`src/rtl/timer_periph.sv`:
```
// timer_periph: APB slave timer with a prescaled up-counter, auto-reload or
// one-shot operation, a sticky update flag (UIF) and a level interrupt.
module timer_periph #(
   parameter int CNT_WIDTH = 32
) (
   input  logic        PCLK,
   input  logic        PRESET,
   input  logic [31:0] PADDR,
   input  logic        PWRITE,
   input  logic        PENABLE,
   input  logic [31:0] PWDATA,
   input  logic        PSEL,
   output logic [31:0] PRDATA,
   output logic        PREADY,
   output logic        timer_irq
);

   localparam logic [2:0] SEL_CR  = 3'd0;
   localparam logic [2:0] SEL_PSC = 3'd1;
   localparam logic [2:0] SEL_ARR = 3'd2;
   localparam logic [2:0] SEL_CNT = 3'd3;
   localparam logic [2:0] SEL_SR  = 3'd4;

   logic                 cr_en;
   logic                 cr_arpe;
   logic                 cr_ie;
   logic                 sr_uif;
   logic [CNT_WIDTH-1:0] psc;
   logic [CNT_WIDTH-1:0] arr;
   logic [CNT_WIDTH-1:0] cnt;
   logic [CNT_WIDTH-1:0] presc;

   logic                 access;
   logic                 wr_en;
   logic                 rd_en;
   logic [2:0]           reg_sel;
   logic                 wr_cr;
   logic                 wr_psc;
   logic                 wr_arr;
   logic                 wr_cnt;
   logic                 wr_sr;
   logic                 clr_req;
   logic                 tick;
   logic                 ovf;
   logic                 upd;
   logic [31:0]          rd_mux;
   logic                 unused_bits;

   // Handshake: a transfer is presented by PSEL with PENABLE marking the access
   // phase. The single cycle where PSEL & PENABLE & !PREADY holds is the one
   // that commits the write / latches the read; PREADY pulses high for exactly
   // the following cycle and the master keeps the transfer asserted until it
   // samples that pulse. PREADY can never be high twice in a row.
   assign access  = PSEL & PENABLE & ~PREADY;
   assign wr_en   = access & PWRITE;
   assign rd_en   = access & ~PWRITE;
   assign reg_sel = PADDR[4:2];

   assign wr_cr   = wr_en & (reg_sel == SEL_CR);
   assign wr_psc  = wr_en & (reg_sel == SEL_PSC);
   assign wr_arr  = wr_en & (reg_sel == SEL_ARR);
   assign wr_cnt  = wr_en & (reg_sel == SEL_CNT);
   assign wr_sr   = wr_en & (reg_sel == SEL_SR);
   assign clr_req = wr_cr & PWDATA[3];

   assign tick = cr_en & (presc == psc);
   assign ovf  = tick & (cnt == arr);
   // A software CNT write or CLR in the same cycle supersedes the update event.
   assign upd  = ovf & ~wr_cnt & ~clr_req;

   assign timer_irq = sr_uif & cr_ie;

   assign unused_bits = ^{PADDR[31:5], PADDR[1:0], PWDATA};

   always_comb begin
      rd_mux = '0;
      case (reg_sel)
         SEL_CR:  rd_mux[2:0]           = {cr_ie, cr_arpe, cr_en};
         SEL_PSC: rd_mux[CNT_WIDTH-1:0] = psc;
         SEL_ARR: rd_mux[CNT_WIDTH-1:0] = arr;
         SEL_CNT: rd_mux[CNT_WIDTH-1:0] = cnt;
         SEL_SR:  rd_mux[0]             = sr_uif;
         default: rd_mux                = '0;
      endcase
   end

   always_ff @(posedge PCLK or negedge PRESET) begin
      if (!PRESET) begin
         PREADY <= 1'b0;
         PRDATA <= '0;
      end else begin
         PREADY <= access;
         if (rd_en) begin
            PRDATA <= rd_mux;
         end
      end
   end

   always_ff @(posedge PCLK or negedge PRESET) begin
      if (!PRESET) begin
         cr_en   <= 1'b0;
         cr_arpe <= 1'b0;
         cr_ie   <= 1'b0;
         psc     <= '0;
         arr     <= '1;
      end else begin
         if (wr_cr) begin
            cr_en   <= PWDATA[0];
            cr_arpe <= PWDATA[1];
            cr_ie   <= PWDATA[2];
         end else if (upd && !cr_arpe) begin
            cr_en <= 1'b0;
         end
         if (wr_psc) begin
            psc <= PWDATA[CNT_WIDTH-1:0];
         end
         if (wr_arr) begin
            arr <= PWDATA[CNT_WIDTH-1:0];
         end
      end
   end

   // CNT above ARR never matches, so it rolls through all ones to 0 silently.
   always_ff @(posedge PCLK or negedge PRESET) begin
      if (!PRESET) begin
         cnt   <= '0;
         presc <= '0;
      end else if (clr_req) begin
         cnt   <= '0;
         presc <= '0;
      end else begin
         if (wr_cnt) begin
            cnt <= PWDATA[CNT_WIDTH-1:0];
         end else if (tick) begin
            cnt <= (cnt == arr) ? '0 : cnt + CNT_WIDTH'(1);
         end
         if (tick) begin
            presc <= '0;
         end else if (cr_en) begin
            presc <= presc + CNT_WIDTH'(1);
         end
      end
   end

   always_ff @(posedge PCLK or negedge PRESET) begin
      if (!PRESET) begin
         sr_uif <= 1'b0;
      end else if (upd) begin
         sr_uif <= 1'b1;
      end else if (wr_sr && PWDATA[0]) begin
         sr_uif <= 1'b0;
      end
   end

endmodule

```
`config.mk`:
```
export PLATFORM = sky130hd
export DESIGN_NAME = timer_periph
export DESIGN_NICKNAME = d
export VERILOG_FILES = /design/src/rtl/timer_periph.sv
export SDC_FILE = /design/constraint.sdc
export NUM_CORES = 1
export LEC_CHECK = 0
export ABC_AREA = 0
export BUFFER_PORTS_ARGS = -buffer_cell sky130_fd_sc_hd__buf_2
export CORE_AREA = 4 4 137 139
export DETAILED_ROUTE_END_ITERATION = 6
export DIE_AREA = 0 0 141 143
export HOLD_SLACK_MARGIN = 0.1
export PLACE_DENSITY = 0.83
export SETUP_SLACK_MARGIN = 0.3
export SLEW_MARGIN = 15
export SYNTH_ARGS = -nofsm -noshare
export SYNTH_HDL_FRONTEND = slang
export SYNTH_SLANG_ARGS = --single-unit
```
`constraint.sdc`:
```
create_clock -name PCLK -period 2.4 [get_ports PCLK]
set_clock_uncertainty 0.2 [all_clocks]
set_input_delay 0.72 -clock PCLK [delete_from_list [all_inputs] [get_ports PCLK]]
set_output_delay 0.72 -clock PCLK [all_outputs]
set_load 0.01 [all_outputs]
```
==> flow_summary.toml <==
[clock_tree]
path_clk_slew_ns = 0.07
cts_root_buf = "clkbuf_16"
clk_latency_ns = 0.44
h-tree-depth = 4
numCtsBuffers = 17
cts.sinks = 165
clock_path_buffers = 2
cts_tree = "built"

[finish]
final_core_util_pct = 70.6
area_delta_synth_final_pct = 37.0
design_area_um2 = 12500
layout.nets = 1196
num_antenna_cells = 0
drive_gt1_share_pct = 45.4
fillCellCount = 1140

[die]
io_pins = 103
die-width_um = 141
die_h_um = 143
rows = 49
die_area_um2 = 20200
fp.coreArea_um2 = 17700
initial_core_util_pct = 51.5

[timing]
worst_pin_slew_ns = 0.589
setup_ws_ns = -0.329
period_needed_ns = 2.73
rsz0062_at_grt = "true"
fmax_ghz = 0.366
final_hold_viol_count = 0
setup_viol = 42
post-route-period-util_pct = 114
relSlewSlack_pct = 60.6
drv_slew = 0

[synthesis]
syn_inst = 892
ys.flop_type = "dfrtp_1"
netlist_top_cells_count = "dfrtp_1, mux2_2, nand2_1"
yosys.area.top_type_share_pct = 36.6
synth-seq-area-share_pct = 45.8
ys.warnings.count = 0
ys_ff_latch = 165
synth.distinct_cells = 56
netlist_area_um2 = 9100
syn_nets = 963
synth_area_leader_cell = "dfrtp_1"
synthArstFlopShare_pct = 100
synth_edf_count = 0
synthTopCellsByArea = "dfrtp_1, mux2_2, dfstp_2"
syn_avg_cell_area_um2 = 10.2
yosysMostFrequentCell = "dfrtp_1"

[setup_path]
crit_chain = "xor2_1 -> nor4_1 -> nand4_1 -> nor2_4 -> buf_12 -> buf_12 -> nor2_4 -> buf_6 -> a221oi_2 -> nor2_1"
crit_slowest_cell = "dfstp_2"
r2r_cells = 10
end_kind = "register"
start_kind = "register"
crit_path_max_fanout = 6
crit_start = "arr[2]"
cp_data_arrival_time_ns = 2.85
timing.rr.end = "cnt[11]"
rr_startpoint = "arr[2]"
crit_type = "reg2reg"
timing.reg2reg.setup_slack_ns = -0.33
crit_path_max_incr_delay_ns = 0.56
required_ns = 2.52

[detailed_routing]
vias = 8907
avgViaCountPerCell = 6.52
first_iter_violations = 1274
drc_errors = 0
ant_nets = 0
first_pass_iters = 6
wl_per_cell_um = 24.8
drt-total-wl_um = 33800

[global_route]
grt_max_degree = 54
grt_pass1_vias = 8478
gr-total-overflow = 0
antenna_found_initial = 0
grt_pass1_wl_um = 47600
grt_usage_pct = 30.7

[min_path]
hold_start = "PREADY"
min_path_type = "reg2reg"
hold_depth = 1
holdPathEnd = "PREADY"

[placed_design]
place_congestion = 0.996
placed_cell_area_um2 = 11000
portBuffers = 73
dp_hpwl_um = 20800

[power_and_ir_drop]
power_w = 0.00914
leakage_nw = 5.60
power.density_nw_per_um2 = 733
worst_ir_drop_vdd_mv = 0.673

[flow_run]
drv_cap = 0

[status]
failed_checks = "negative setup slack"
outcome = "complete, but fails checks"
## layer usage
metal  GRT usage, %  share of wire (%)
met3           7.70                 11
met2           48.2                 44
met5              0                  0
met4           13.9                7.0
met1           40.4                 37
## worst max-delay path: cells and delay by family, from the launching register on
kind                   cells  cell delay (ns)
XOR/XNOR                   1             0.18
AO/OA/AOI/OAI              1             0.25
AND/OR/NAND/NOR            5             1.01
buffers and inverters      3             0.40
flip-flops                 1             0.56
## kinds of logic (layout without fill, tap and decap cells)
family	Yosys count	after routing	synth area share, %
AND/OR/NAND/NOR	284	288	16.5
AO/OA/AOI/OAI	196	196	13.4
flip-flops	165	165	45.8
multiplexers	101	101	12.8
XOR/XNOR	84	84	8.17
buffers and inverters	60	302	2.98
adder cells (fa/ha/maj)	2	2	0.275
## what timing repair did
action,CTS,global route
setup buffers,10,7
hold endpoints to repair,19,0
hold buffers,1,0
cloned,3,7
endpoints found under the setup margin,131,133
pin swaps,31,17
resized for setup,71,46
## registers in the layout, indices dropped and copies added, names as in the netlist
signal	count
cr_ie	1
PRDATA	32
psc	32
presc	32
arr	32
sr_uif	1
cr_en	1
cnt	32
cr_arpe	1
PREADY	1
## area by class of cell
cell class	count	area [um2]	share of cell area [%]
clock buffers	21	480	3.85
clock inverters	11	196	1.58
inverters	6	22.5	0.181
multi-input cells	671	5140	41.3
flip-flops and latches	165	4170	33.5
well taps	229	287	2.30
repair buffers	264	2160	17.4
## cells in the final DEF, fill, tap and decap left out, types with 5 or more instances in the layout
master / instances
and3_1: 9
nand4_1: 20
clkbuf_16: 22
buf_2: 72
a21oi_2: 11
nand3_1: 21
a22o_1: 7
xor2_1: 66
o21ai_0: 17
buf_12: 14
buf_4: 150
dfrtp_1: 130
a21oi_1: 26
or3_1: 8
a22oi_1: 33
nor2_4: 6
bufinv_16: 5
nor2b_1: 5
nor3_1: 14
mux2_2: 93
nor2_1: 46
and4_1: 5
nand2_1: 72
nor4_2: 8
xnor2_1: 14
o21ai_1: 47
nor4_1: 18
o21ai_2: 7
and2_1: 8
buf_6: 18
o2bb2ai_1: 7
inv_1: 5
dfstp_2: 32
a31oi_1: 7
## through the flow
step	hold slack [ns]	instances	setup WS, ns	TNS [ns]
after floorplan	0.224	892	-0.219	-3.32
after global placement	0.240	1307	-0.391	-19.36
after detailed placement	0.251	1307	-0.369	-23.28
after CTS	0.260	1353	-0.157	-4.48
after global routing	0.292	1367	-0.394	-11.22
final	0.262	1367	-0.329	-8.62
## report_power, final
group / switching, W / total [W] / internal (W) / leakage, nW
Sequential: 0.000416 / 0.00365 / 0.00324 / 2.07
Combinational: 0.00117 / 0.00232 / 0.00115 / 3.20
Clock: 0.00120 / 0.00316 / 0.00196 / 0.325
## how the worst max path moves through the flow
stage	to	slack (ns)	depth (start not counted)
after floorplan	presc[13]	-0.22	7
after CTS	cnt[11]	-0.16	8
after global routing	cnt[8]	-0.39	11
after global placement	cnt[16]	-0.39	7
final	cnt[11]	-0.33	10
after detailed placement	cnt[4]	-0.37	8
Power figures use the tool's default switching activity.
